--- src/rtl/sparc_ifu_fpcgen_pkg.sv ---
// Shared IFU definitions for the fetch-PC generator.
//   NumThr : number of hardware threads
//   TidW   : thread-id width
//   PcW    : fetch-PC width
//   st_e   : per-thread fetch state (RUN / parked in VA hole)
package sparc_ifu_fpcgen_pkg;

  localparam int unsigned NumThr = 4;
  localparam int unsigned TidW   = 2;
  localparam int unsigned PcW    = 46;

  typedef enum logic {
    StRun  = 1'b0,
    StHole = 1'b1
  } st_e;

endpackage

--- src/rtl/sparc_ifu_incr46.sv ---
// 46-bit PC incrementer.
//   a   : PC to advance
//   sum : a + 1 (wraps modulo 2^46)
//   ofl : set when bit 45 goes 0 -> 1, i.e. the next PC enters the VA hole
module sparc_ifu_incr46
  import sparc_ifu_fpcgen_pkg::*;
(
  input  logic [PcW-1:0] a,
  output logic [PcW-1:0] sum,
  output logic           ofl
);

  assign sum = a + PcW'(1);
  // Full wrap (all ones -> 0) clears bit 45, so it never flags overflow.
  assign ofl = ~a[PcW-1] & sum[PcW-1];

endmodule

--- src/rtl/sparc_ifu_fpcgen.sv ---
// Per-thread fetch-PC generator.
//   rclk, arst_l        : clock, async active-low reset
//   thr_en              : per-thread fetch enable (redirects ignore it)
//   fetch_vld/fetch_tid : fetch grant and thread
//   rdr_vld/rdr_tid/rdr_pc : branch/trap redirect
//   fpc_vld/fpc/fpc_tid : registered fetched PC and its thread
//   fetch_rej           : registered fetch reject (thread in fpc_tid)
//   hole_vld/hole_tid   : registered pulse, advanced PC entered the VA hole
//   thr_hole            : per-thread parked-in-hole state
module sparc_ifu_fpcgen
  import sparc_ifu_fpcgen_pkg::*;
#(
  parameter logic [PcW-1:0] RST_PC = '0
) (
  input  logic              rclk,
  input  logic              arst_l,
  input  logic [NumThr-1:0] thr_en,
  input  logic              fetch_vld,
  input  logic [TidW-1:0]   fetch_tid,
  input  logic              rdr_vld,
  input  logic [TidW-1:0]   rdr_tid,
  input  logic [PcW-1:0]    rdr_pc,
  output logic              fpc_vld,
  output logic [PcW-1:0]    fpc,
  output logic [TidW-1:0]   fpc_tid,
  output logic              fetch_rej,
  output logic              hole_vld,
  output logic [TidW-1:0]   hole_tid,
  output logic [NumThr-1:0] thr_hole
);

  logic [PcW-1:0] pc_q [NumThr];
  logic [PcW-1:0] pc_d [NumThr];
  st_e            st_q [NumThr];
  st_e            st_d [NumThr];

  logic           rdr_hit;
  logic           fetch_ok;
  logic [PcW-1:0] incr_in;
  logic [PcW-1:0] incr_sum;
  logic           incr_ofl;

  // A redirect to the granted thread takes priority over its fetch.
  assign rdr_hit  = rdr_vld & (rdr_tid == fetch_tid);
  assign fetch_ok = fetch_vld & thr_en[fetch_tid] & (st_q[fetch_tid] == StRun) & ~rdr_hit;

  // Single shared incrementer, fed from the granted thread's PC.
  assign incr_in = pc_q[fetch_tid];

  sparc_ifu_incr46 u_incr (
    .a   (incr_in),
    .sum (incr_sum),
    .ofl (incr_ofl)
  );

  // State register: per-thread PC and fetch state.
  always_ff @(posedge rclk or negedge arst_l) begin
    if (!arst_l) begin
      for (int t = 0; t < NumThr; t++) begin
        pc_q[t] <= RST_PC;
        st_q[t] <= StRun;
      end
    end else begin
      for (int t = 0; t < NumThr; t++) begin
        pc_q[t] <= pc_d[t];
        st_q[t] <= st_d[t];
      end
    end
  end

  // Next state: fetch advance, then redirect (different threads never collide here).
  always_comb begin
    for (int t = 0; t < NumThr; t++) begin
      pc_d[t] = pc_q[t];
      st_d[t] = st_q[t];
      if (fetch_ok && (fetch_tid == TidW'(t))) begin
        pc_d[t] = incr_sum;
        if (incr_ofl) begin
          st_d[t] = StHole;
        end
      end
      if (rdr_vld && (rdr_tid == TidW'(t))) begin
        pc_d[t] = rdr_pc;
        st_d[t] = StRun;
      end
    end
  end

  // Outputs derived from state.
  always_comb begin
    thr_hole = '0;
    for (int t = 0; t < NumThr; t++) begin
      thr_hole[t] = (st_q[t] == StHole);
    end
  end

  // Registered fetch response; data fields hold between pulses.
  always_ff @(posedge rclk or negedge arst_l) begin
    if (!arst_l) begin
      fpc_vld   <= 1'b0;
      fpc       <= '0;
      fpc_tid   <= '0;
      fetch_rej <= 1'b0;
      hole_vld  <= 1'b0;
      hole_tid  <= '0;
    end else begin
      fpc_vld   <= fetch_ok;
      fetch_rej <= fetch_vld & ~fetch_ok;
      hole_vld  <= fetch_ok & incr_ofl;
      if (fetch_vld) begin
        fpc_tid <= fetch_tid;
      end
      if (fetch_ok) begin
        fpc <= pc_q[fetch_tid];
      end
      if (fetch_ok && incr_ofl) begin
        hole_tid <= fetch_tid;
      end
    end
  end

endmodule

--- config.mk ---
export PLATFORM = sky130hd
export DESIGN_NAME = sparc_ifu_fpcgen
export DESIGN_NICKNAME = d
export VERILOG_FILES = /design/src/rtl/sparc_ifu_fpcgen_pkg.sv /design/src/rtl/sparc_ifu_incr46.sv /design/src/rtl/sparc_ifu_fpcgen.sv
export SDC_FILE = /design/constraint.sdc
export NUM_CORES = 1
export LEC_CHECK = 0
export ABC_AREA = 0
export BUFFER_PORTS_ARGS = -buffer_cell sky130_fd_sc_hd__buf_2
export CAP_MARGIN = 20
export CORE_ASPECT_RATIO = 0.9
export CORE_MARGIN = 1
export CORE_UTILIZATION = 61
export CTS_BUF_LIST = sky130_fd_sc_hd__clkbuf_16
export DETAILED_ROUTE_END_ITERATION = 6
export GPL_TIMING_DRIVEN = 1
export HOLD_SLACK_MARGIN = 0.02
export PLACE_DENSITY_LB_ADDON = 0.15
export SYNTH_ARGS = -nofsm -noshare
export SYNTH_HDL_FRONTEND = slang
export SYNTH_HIERARCHICAL = 1
export SYNTH_SLANG_ARGS = --single-unit
--- constraint.sdc ---
create_clock -name rclk -period 7.4 [get_ports rclk]
set_input_delay 0 -clock rclk [delete_from_list [all_inputs] [get_ports rclk]]
set_output_delay 0 -clock rclk [all_outputs]
set_load 0.05 [all_outputs]
# Word level (Yosys, flattened, before mapping)
# Cells that the tools add are included.
[word_totals]
regBits = 241
out_inout_bits = 57
[op_classes]
addsub = 1
n_reduce_logical = 23
n_eq_ne = 7
order_cmp = 2
bitwise_logic = 12
muxes = 25
[op_table]
columns = ["operator", "n"]
rows = [
  ["2-to-1 mux 46 bit", 10],
  ["binary-select mux 46 bit (select 2 bit)", 1],
  ["adder 46 x 1 -> 46 bit (second input constant)", 1],
  ["nonzero test 2 bit", 8],
  ["2-to-1 mux 1 bit", 12],
  ["logical AND 1 bit", 9],
  ["== test 2 bit (second input constant)", 4],
  ["AND reduction 2 bit", 4],
  ["bitwise AND 1 bit", 7],
  ["binary-select mux 1 bit (select 2 bit)", 2],
  ["== test 2 x 1 -> 1 bit (second input constant)", 2],
  ["logical NOT 2 bit", 2],
  ["inverter 1 bit", 4],
  [">= comparator 3 bit (second input constant)", 1],
  ["less-than comparator 2 x 3 -> 1 bit (second input constant)", 1],
  ["inverter 2 -> 3 bit", 1],
  ["== test 2 bit", 1],
]

# Longest topological paths before layout
# Gate-level depths: netlist (run 1).
[logic_depth]
word_depth = 10
mapped_depth = 13
mapped_depth_nobuf = 10

# By module
# The synthesis (run 1) kept the hierarchy.
[by_module_without_submodules]
columns = ["mod", "area_each_um2", "n_inst", "cells_per_inst"]
rows = [
  ["sparc_ifu_fpcgen", 11977.7, 1, 1227],
  ["sparc_ifu_incr46", 1051.0, 1, 152],
]

# Worst setup path before layout (run 1)
# Ideal clock, no wire load.
[synth_timing]
kind = "input-to-reg"
startpoint = "input port fetch_tid[0]"
endpoint = "register hole_tid[0]"
required_time_ps = 7275
arrival_ps = 2644
setup_slack_ps = 4632
cell_stages = 12
path_cell_list = "buf_4 -> buf_2 -> mux4_2 -> and4_1 -> and4_1 -> clkbuf_1 -> nand3_1 -> nor3_1 -> ha_1 -> and2_1 -> nand3_1 -> mux2_2"
[synth_between]
elab_cells_between_ends = 20
[synth_rtl]
columns = ["element", "line", "rtl"]
rows = [
  ["start: declaration", "sparc_ifu_fpcgen.sv:19", "input logic [TidW-1:0] fetch_tid,"],
  ["inverter 2 -> 3 bit (not written as such)", "sparc_ifu_fpcgen.sv:48", "assign incr_in = pc_q[fetch_tid];"],
  ["binary-select mux 46 bit (select 2 bit)", "sparc_ifu_fpcgen.sv:48", ""],
  ["2-to-1 mux 46 bit (not written as such) (2 in a row)", "sparc_ifu_fpcgen.sv:48", ""],
  ["named net incr_in[11]", "sparc_ifu_fpcgen.sv:39", "logic [PcW-1:0] incr_in;"],
  ["adder 46 x 1 -> 46 bit", "sparc_ifu_incr46.sv:13", "assign sum = a + PcW'(1);"],
  ["bitwise AND 1 bit", "sparc_ifu_incr46.sv:15", "assign ofl = ~a[PcW-1] & sum[PcW-1];"],
  ["named net incr_ofl", "sparc_ifu_fpcgen.sv:41", "logic incr_ofl;"],
  ["logical AND 1 bit", "sparc_ifu_fpcgen.sv:116", "if (fetch_ok && incr_ofl) begin"],
  ["end signal: assignment", "sparc_ifu_fpcgen.sv:117", "hole_tid <= fetch_tid;"],
  ["end: declaration", "sparc_ifu_fpcgen.sv:28", "output logic [TidW-1:0] hole_tid,"],
]
# The timed path passes the listed nets, and every way through them passes these cells. The select of a mux whose other input is x is not followed.
# A chain may end at the register's enable or synchronous reset.

# Final worst setup path (run 1)
[layout_timing]
startpoint = "input port fetch_tid[1]"
endpoint = "register hole_tid[1]"
# The elaborated chain is that of the path after synthesis.

==> reports/qor.csv, run 1 <==
stage,metric,value,unit
cts,postCtsSetupBuffers,0,
global_route,grt_max_degree,93,
floorplan,core,0.0209,mm2
cts,clock_latency,0.54,ns
sta,setup_tns,0,ns
synth,seq_area_frac_synth,0.463,
setup_path,crit_fanout,37,
floorplan,die_w,156,um
pwr,p_leak,6.49,nW
sta,worst_pin_slew,1.11,ns
layout,layout_common_cells,"328 x nand2_1, 241 x dfrtp_1, 150 x nor2_1, 112 x buf_2, 97 x a31oi_1",
pwr,seq_power_share,0.394,
setup_path,cp_data_required_time,7.82,ns
setup_path,critical-path-top-delay-family,simple AND/OR/NAND/NOR gates,
floorplan,row_count,50,
layout,final_common_cell,nand2_1,
pwr,p_comb_frac,0.326,
synth,avgSynthCellArea,9.45,um2
run_status,status,"finished, final reports clean",
synth,yosys_warnings,6,
cts,cts_resized,0,
layout,syn_to_final_growth,15.8,%
global_route,grt_pass1_vias,11842,
detailed_routing,drt_iter0_drc,1518,
cts,clkTransAtPathRegs,0.07,ns
pwr,clkPwrFrac,0.280,
detailed_routing,wl_per_cell,23.0,um
layout,num_antenna_cells,0,
setup_path,worst_path_max_delay_cell,nor3_1,
place,hpwl,23.4,mm
sta,hold_violations,0,
setup_path,cp-start-kind,input pin,
cts,root_buffer,clkbuf_16,
synth,synth_cell_types,54,
setup_path,endpoint_kind,flop,
cts,cts_tree,built,
synth,synth_enable_flop_cells,0,
run,drv_cap,0,
floorplan,start_util,0.624,
synth,ys_seq_elements,241,
sta,finClkSkew,0.00902,ns
layout,seq_area,0.00603,mm2
place,gp_congestion,0.865,
place,port_buffers,114,
pwr,power_density,312,mW/mm2
layout,fin_nets,1548,
layout,fillCellCount,1581,
cts,htree_levels,1,
pwr,swShare,0.381,
detailed_routing,via_per_inst,6.61,
global_route,antenna_found_initial,0,
global_route,grt_overflow,0,
synth,synth_ff_type,dfrtp_1,
detailed_routing,postRouteAntennaNets,0,
sta,setup_violations,0,
layout,drive_above_1_share,0.193,
sta,rsz0062_at_grt,no,
pwr,p_sw,1.79,mW
detailed_routing,vias,11853,
setup_path,cp.buffers_inverters,2,
synth,syn_inst,1379,
cts,cts_hold_buffers,54,
sta,fmax,0.278,GHz
synth,syn_area,0.0130,mm2
detailed_routing,drt_wl_total,41.2,mm
detailed_routing,drt_first_pass_iters,6,
hold_path,min_path_type,input pin to asynchronous set/reset pin,
synth,synth_fp_nets,1439,
cts,clockBufferDepth,3,
pwr,ir_worst_vdd,0.221,mV
cts,numCtsBuffers,26,
floorplan,ioPinCount,115,
layout,multi_input_area,0.00648,mm2
sta,period_share,0.486,
pwr,internal_power,2.92,mW
sta,period_needed,3.59,ns
floorplan,die_area,0.0219,mm2
setup_path,cpPeakStageDelay,0.67,ns
global_route,grt_pass1_wl,64.8,mm
global_route,track_usage,0.383,
setup_path,critical_path_arrival,4.01,ns
cts,clock-sinks,241,
floorplan,die_height,141,um
sta,final_max_slew_viol_count,0,
sta,slew_headroom,0.258,
pwr,totalPowerFinal,4.71,mW
setup_path,path_class,input pin to flop,
synth,ys_async_sr_fraction,1.00,
setup_path,path_cells,"buf_2, buf_4, mux4_2, nand4_1, nor3_1, nand3_1, nor3_1, ha_1, and2_1, nand3_1, mux2_2",
detailed_routing,drc,0,
==> synth_stat cells, types with 3 or more instances <==
| master | instances | area share |
|---|---|---|
| buf_6 | 6 | 0.0052 |
| mux2_2 | 30 | 0.026 |
| nand3_1 | 25 | 0.0096 |
| mux4_2 | 46 | 0.080 |
| mux2_1 | 20 | 0.017 |
| nor4_2 | 3 | 0.0029 |
| buf_4 | 8 | 0.0046 |
| nand2_1 | 328 | 0.094 |
| xnor2_1 | 28 | 0.019 |
| xor2_1 | 17 | 0.011 |
| and2_1 | 10 | 0.0048 |
| and4_1 | 5 | 0.0034 |
| buf_1 | 9 | 0.0026 |
| a31oi_1 | 97 | 0.047 |
| nand4_1 | 62 | 0.030 |
| dfrtp_1 | 241 | 0.46 |
| buf_2 | 19 | 0.0073 |
| clkbuf_1 | 67 | 0.019 |
| nor3_1 | 12 | 0.0046 |
| o211ai_1 | 45 | 0.026 |
| nor2_1 | 151 | 0.044 |
| a21oi_1 | 93 | 0.036 |
| and3_1 | 8 | 0.0038 |
| and4_2 | 4 | 0.0031 |
| inv_1 | 8 | 0.0023 |
==> cell families after synthesis <==
| kind of cell | count (synthesis) | share of synthesized area |
|---|---|---|
| flops | 241 | 0.463 |
| mux | 96 | 0.123 |
| xor+xnor | 47 | 0.0345 |
| buf+inv | 120 | 0.0439 |
| fa+ha+maj | 2 | 0.00192 |
| compound gates | 244 | 0.119 |
| simple gates | 629 | 0.215 |
==> per-stage QoR <==
step                instance area, um2   util  hold slack (ns)  cells  worst slack (ns)
floorplan                        13000      -           -0.296   1379              4.63
global placement                 13600  0.653           0.0571   1689              3.48
detailed placement               13600  0.653           0.0507   1689              3.33
CTS                              15000  0.719           0.0354   1789              3.89
global route                     15100  0.722            0.115   1792              3.44
finish                           15100  0.722           0.0363   1792              3.81
==> worst reg2reg max path, stage by stage, from the launching register on <==
cell,delay (ns)
dfrtp_1,0.38
mux4_2,0.29
nand4_1,0.34
nor3_1,0.67
nand3_1,0.22
nor3_1,0.23
ha_1,0.21
and2_1,0.22
nand3_1,0.20
mux2_2,0.34
==> power groups by stage <==
stage                     sequential [mW]  combinational, mW  clock, mW
after floorplan                      2.22              0.702          0
after global placement               1.85               1.45          0
after detailed placement             1.86               1.48          0
after CTS                            1.84               1.51       1.32
after global routing                 1.88               1.63       1.38
final                                1.86               1.53       1.32
==> registers in the layout (all words and copies together), names as in the netlist <==
name,flops
hole_vld,1
hole_tid,2
thr_hole,4
fpc_tid,2
fpc,46
pc_q,184
fetch_rej,1
fpc_vld,1
==> cell type report <==
class,instances,share of cell area
repair buffers,192,0.0889
clock buffers,27,0.0448
well taps,286,0.0237
multi-input cells,1018,0.430
inverters,9,0.00224
flip-flops and latches,241,0.400
clock inverters,19,0.0112
==> path summary, 6_finish.rpt <==
path	startpoint	endpoint	slack (ns)	cells after the start
max reg2reg	pc_q[46]	hole_tid[1]	4.18	9
min	arst_l	fpc[13]	0.04	2
min reg2reg	fpc[31]	fpc[31]	0.48	1
min in group rclk	thr_en[1]	hole_vld	0.09	5
max in group asynchronous	arst_l	fpc[39]	5.92	3
max	fetch_tid[1]	hole_tid[1]	3.81	11
==> metal layers <==
| layer | wire length, um | global-route usage |
|---|---|---|
| met3 | 5130 | 0.0827 |
| met2 | 18900 | 0.584 |
| met5 | 0 | 0 |
| met1 | 16100 | 0.548 |
| met4 | 1020 | 0.125 |
Power figures use the tool's default switching activity.
==> run 2, diff against run 1 <==
- ABC_AREA: 0 -> 1
- clock period: 7.4 -> 3.4 ns (I/O delays scaled with it)
==> run 2 against run 1 <==
- clock power increased by 130%
- final area increased by 8.2%
- utilization grew 0.33 points
- register-to-register slack worse by 3.3 ns
- global-route usage increased by 0.20 points
- critical path depth grew 8
- combinational power is 120% higher
- sequential cell count did not move
- via count increased by 23%
- critical path type unchanged
- largest power group unchanged
==> reports/qor.csv, run 2 <==
stage,metric,value,unit
sta,rsz0062_at_grt,no,
pwr,power_density,645,mW/mm2
layout,seq_area,0.00603,mm2
setup_path,crit_fanout,35,
cts,cts_resized,0,
setup_path,worst_path_max_delay_cell,dlygate4sd3_1,
run_status,status,"finished, final reports clean",
run,drv_cap,0,
synth,synth_compound_area_frac,0.0930,
setup_path,cpPeakStageDelay,0.52,ns
layout,final_core_utilization,0.726,
sta,period_needed,2.99,ns
setup_path,path_class,input pin to flop,
setup_path,critical_path_arrival,3.47,ns
setup_path,cp_data_required_time,3.88,ns
place,dp_worst_setup_slack,0.561,ns
layout,top_register,pc_q,
sta,hold_violations,0,
synth,synth_fp_nets,2100,
synth,synth-simple-area-share,0.390,
layout,fin_nets,2211,
cts,htree_levels,1,
sta,setup_tns,0,ns
detailed_routing,drc,0,
layout,drive_above_1_share,0.116,
floorplan,ioPinCount,115,
floorplan,core,0.0225,mm2
synth,avgSynthCellArea,6.87,um2
sta,fmax,0.334,GHz
detailed_routing,postRouteAntennaNets,0,
cts,clock_latency,0.54,ns
layout,multi_input_area,0.00707,mm2
floorplan,die_area,0.0236,mm2
layout,fillCellCount,1875,
layout,finalNonFillerCells,2467,
global_route,antenna_found_initial,0,
layout,layout_common_cells,"916 x nand2_1, 254 x nand3_1, 241 x dfrtp_1, 187 x o21ai_0, 113 x buf_2",
detailed_routing,wl_per_cell,18.1,um
hold_path,min_path_type,input pin to asynchronous set/reset pin,
global_route,track_usage,0.385,
synth,synth_ff_type,dfrtp_1,
sta,finalWorstSetupSlack,0.406,ns
pwr,p_leak,8.50,nW
detailed_routing,via_per_inst,5.91,
detailed_routing,wl_met2,19.8,mm
setup_path,endpoint_kind,flop,
global_route,grt_overflow,0,
sta,period_share,0.881,
global_route,grt_pass1_vias,13989,
synth,synth_enable_flop_cells,0,
cts,clockBufferDepth,3,
sta,finClkSkew,0.0142,ns
setup_path,cp-start-kind,input pin,
synth,yosysTopAreaCellShare,0.430,
detailed_routing,wl_met3,5.38,mm
detailed_routing,drt_iter0_drc,1737,
floorplan,die_height,146,um
synth,syn_area,0.0140,mm2
cts,root_buffer,clkbuf_16,
synth,synthTopCellsByArea,"dfrtp_1 43%, nand2_1 25%, nand3_1 9.2%",
global_route,grt_pass1_wl,72.2,mm
cts,cts_tree,built,
setup_path,path_cells,"dlygate4sd3_1, buf_2, inv_2, nor2_4, buf_12, buf_4, a22oi_1, nand3_1, nand2_1, nor2_1, nand2_1, nor2_1, nand2_1, nor2_1, ha_1, inv_1, nor2_1, nand2_1, nand2_1",
layout,num_antenna_cells,0,
synth,syn_inst,2040,
setup_path,critical-path-top-delay-family,buffers and inverters,
place,port_buffers,114,
place,gp_congestion,0.959,
detailed_routing,drt_wl_total,44.7,mm
detailed_routing,drt_first_pass_iters,7,
synth,seq_area_frac_synth,0.430,
synth,ys_seq_elements,241,
floorplan,row_count,52,
synth,ys_async_sr_fraction,1.00,
place,dp_cells,2365,
cts,clock-sinks,241,
synth,synth.most_common_cell,nand2_1,
synth,synth.area.mux_share,0,
sta,worst_pin_slew,1.04,ns
sta,hold_ws,0.134,ns
cts,numCtsBuffers,26,
place,hpwl,27.4,mm
synth,synthAdderAreaFrac,0.00179,
layout,final_common_cell,nand2_1,
detailed_routing,drt-met1-wl,18.0,mm
detailed_routing,vias,14583,
synth,yosys.area_share.xor_xnor,0.0175,
sta,final_max_slew_viol_count,0,
sta,setup_violations,0,
setup_path,crit_top_cell,nand2_1,
detailed_routing,top_layer,met4,
cts,postCtsSetupBuffers,0,
cts,cts_hold_buffers,55,
floorplan,start_util,0.623,
synth,synth_top_area_cell,dfrtp_1,
sta,slew_headroom,0.310,
layout,largest_reg_flops,184,
layout,syn_to_final_growth,16.5,%
synth,synth_cell_types,25,
pwr,ir_worst_vdd,0.563,mV
synth,yosys_warnings,6,
setup_path,cp.buffers_inverters,6,
synth,synth_top_family_by_area,simple AND/OR/NAND/NOR gates,
global_route,grt_max_degree,126,
cts,clkTransAtPathRegs,0.06,ns
synth,yosys-top-cells-count,"916 x nand2_1, 258 x nand3_1, 241 x dfrtp_1",
floorplan,die_w,162,um
run 2: cell types whose count changed after synthesis, moves of 20 or more:
| cell | previous run | this run |
|---|---|---|
| a21oi_1 | 93 | 4 |
| a22oi_1 | 0 | 45 |
| a31oi_1 | 97 | 0 |
| buf_2 | 19 | 49 |
| inv_1 | 8 | 104 |
| mux2_1 | 20 | 0 |
| mux2_2 | 30 | 0 |
| mux4_2 | 46 | 0 |
| nand2_1 | 328 | 916 |
| nand3_1 | 25 | 258 |
| nand4_1 | 62 | 16 |
| nor2_1 | 151 | 57 |
| o211ai_1 | 45 | 0 |
| o21ai_0 | 0 | 187 |
run 2: cells by family after synthesis:
group / after synthesis
buf+inv: 235
xor+xnor: 28
simple gates: 1296
compound gates: 238
flops: 241
fa+ha+maj: 2
run 2: worst paths after layout:
check                             start          end  slack, ns  cells past startpoint
min in group rclk             thr_en[0]  thr_hole[3]       0.16                      7
setup reg to reg               pc_q[46]  hole_tid[0]       0.87                     13
max in group asynchronous        arst_l    pc_q[125]       2.31                      3
setup / recovery           fetch_tid[0]  hole_tid[0]       0.41                     19
hold / removal                   arst_l    pc_q[105]       0.13                      2
hold reg to reg                 fpc[15]      fpc[15]       0.47                      2
run 2: per-stage QoR:
| stage | area, um2 | power (mW) |
|---|---|---|
| 4_1_cts | 16300 | 10.5 |
| 5_1_grt | 16300 | 11.1 |
| 6_report | 16300 | 10.5 |
| 2_1_floorplan | 14000 | 6.51 |
| 3_5_place_dp | 14900 | 7.46 |
| 3_3_place_gp | 14900 | 7.35 |
run 2: metal layers:
layer | global-route usage | up-vias
met5 | 0 | -
met4 | 0.145 | 0
met3 | 0.0767 | 132
met2 | 0.592 | 926
met1 | 0.539 | 6766
li1 | - | 6759
run 2: power breakdown:
part           internal (mW)  total [mW]  leakage [nW]  switching (mW)
clock network           1.75        2.98         0.438            1.23
logic                   1.08        3.43          4.85            2.35
registers               3.66        4.13          3.22           0.475
total                   6.49        10.5          8.50            4.05
run 2: cell type report:
type / instances / area share
timing repair buffer: 211 / 0.0962
sequential: 241 / 0.369
clock buffer: 27 / 0.0414
tap: 297 / 0.0228
multi-input combinational: 1564 / 0.433
inverter: 107 / 0.0249
clock inverter: 20 / 0.0129
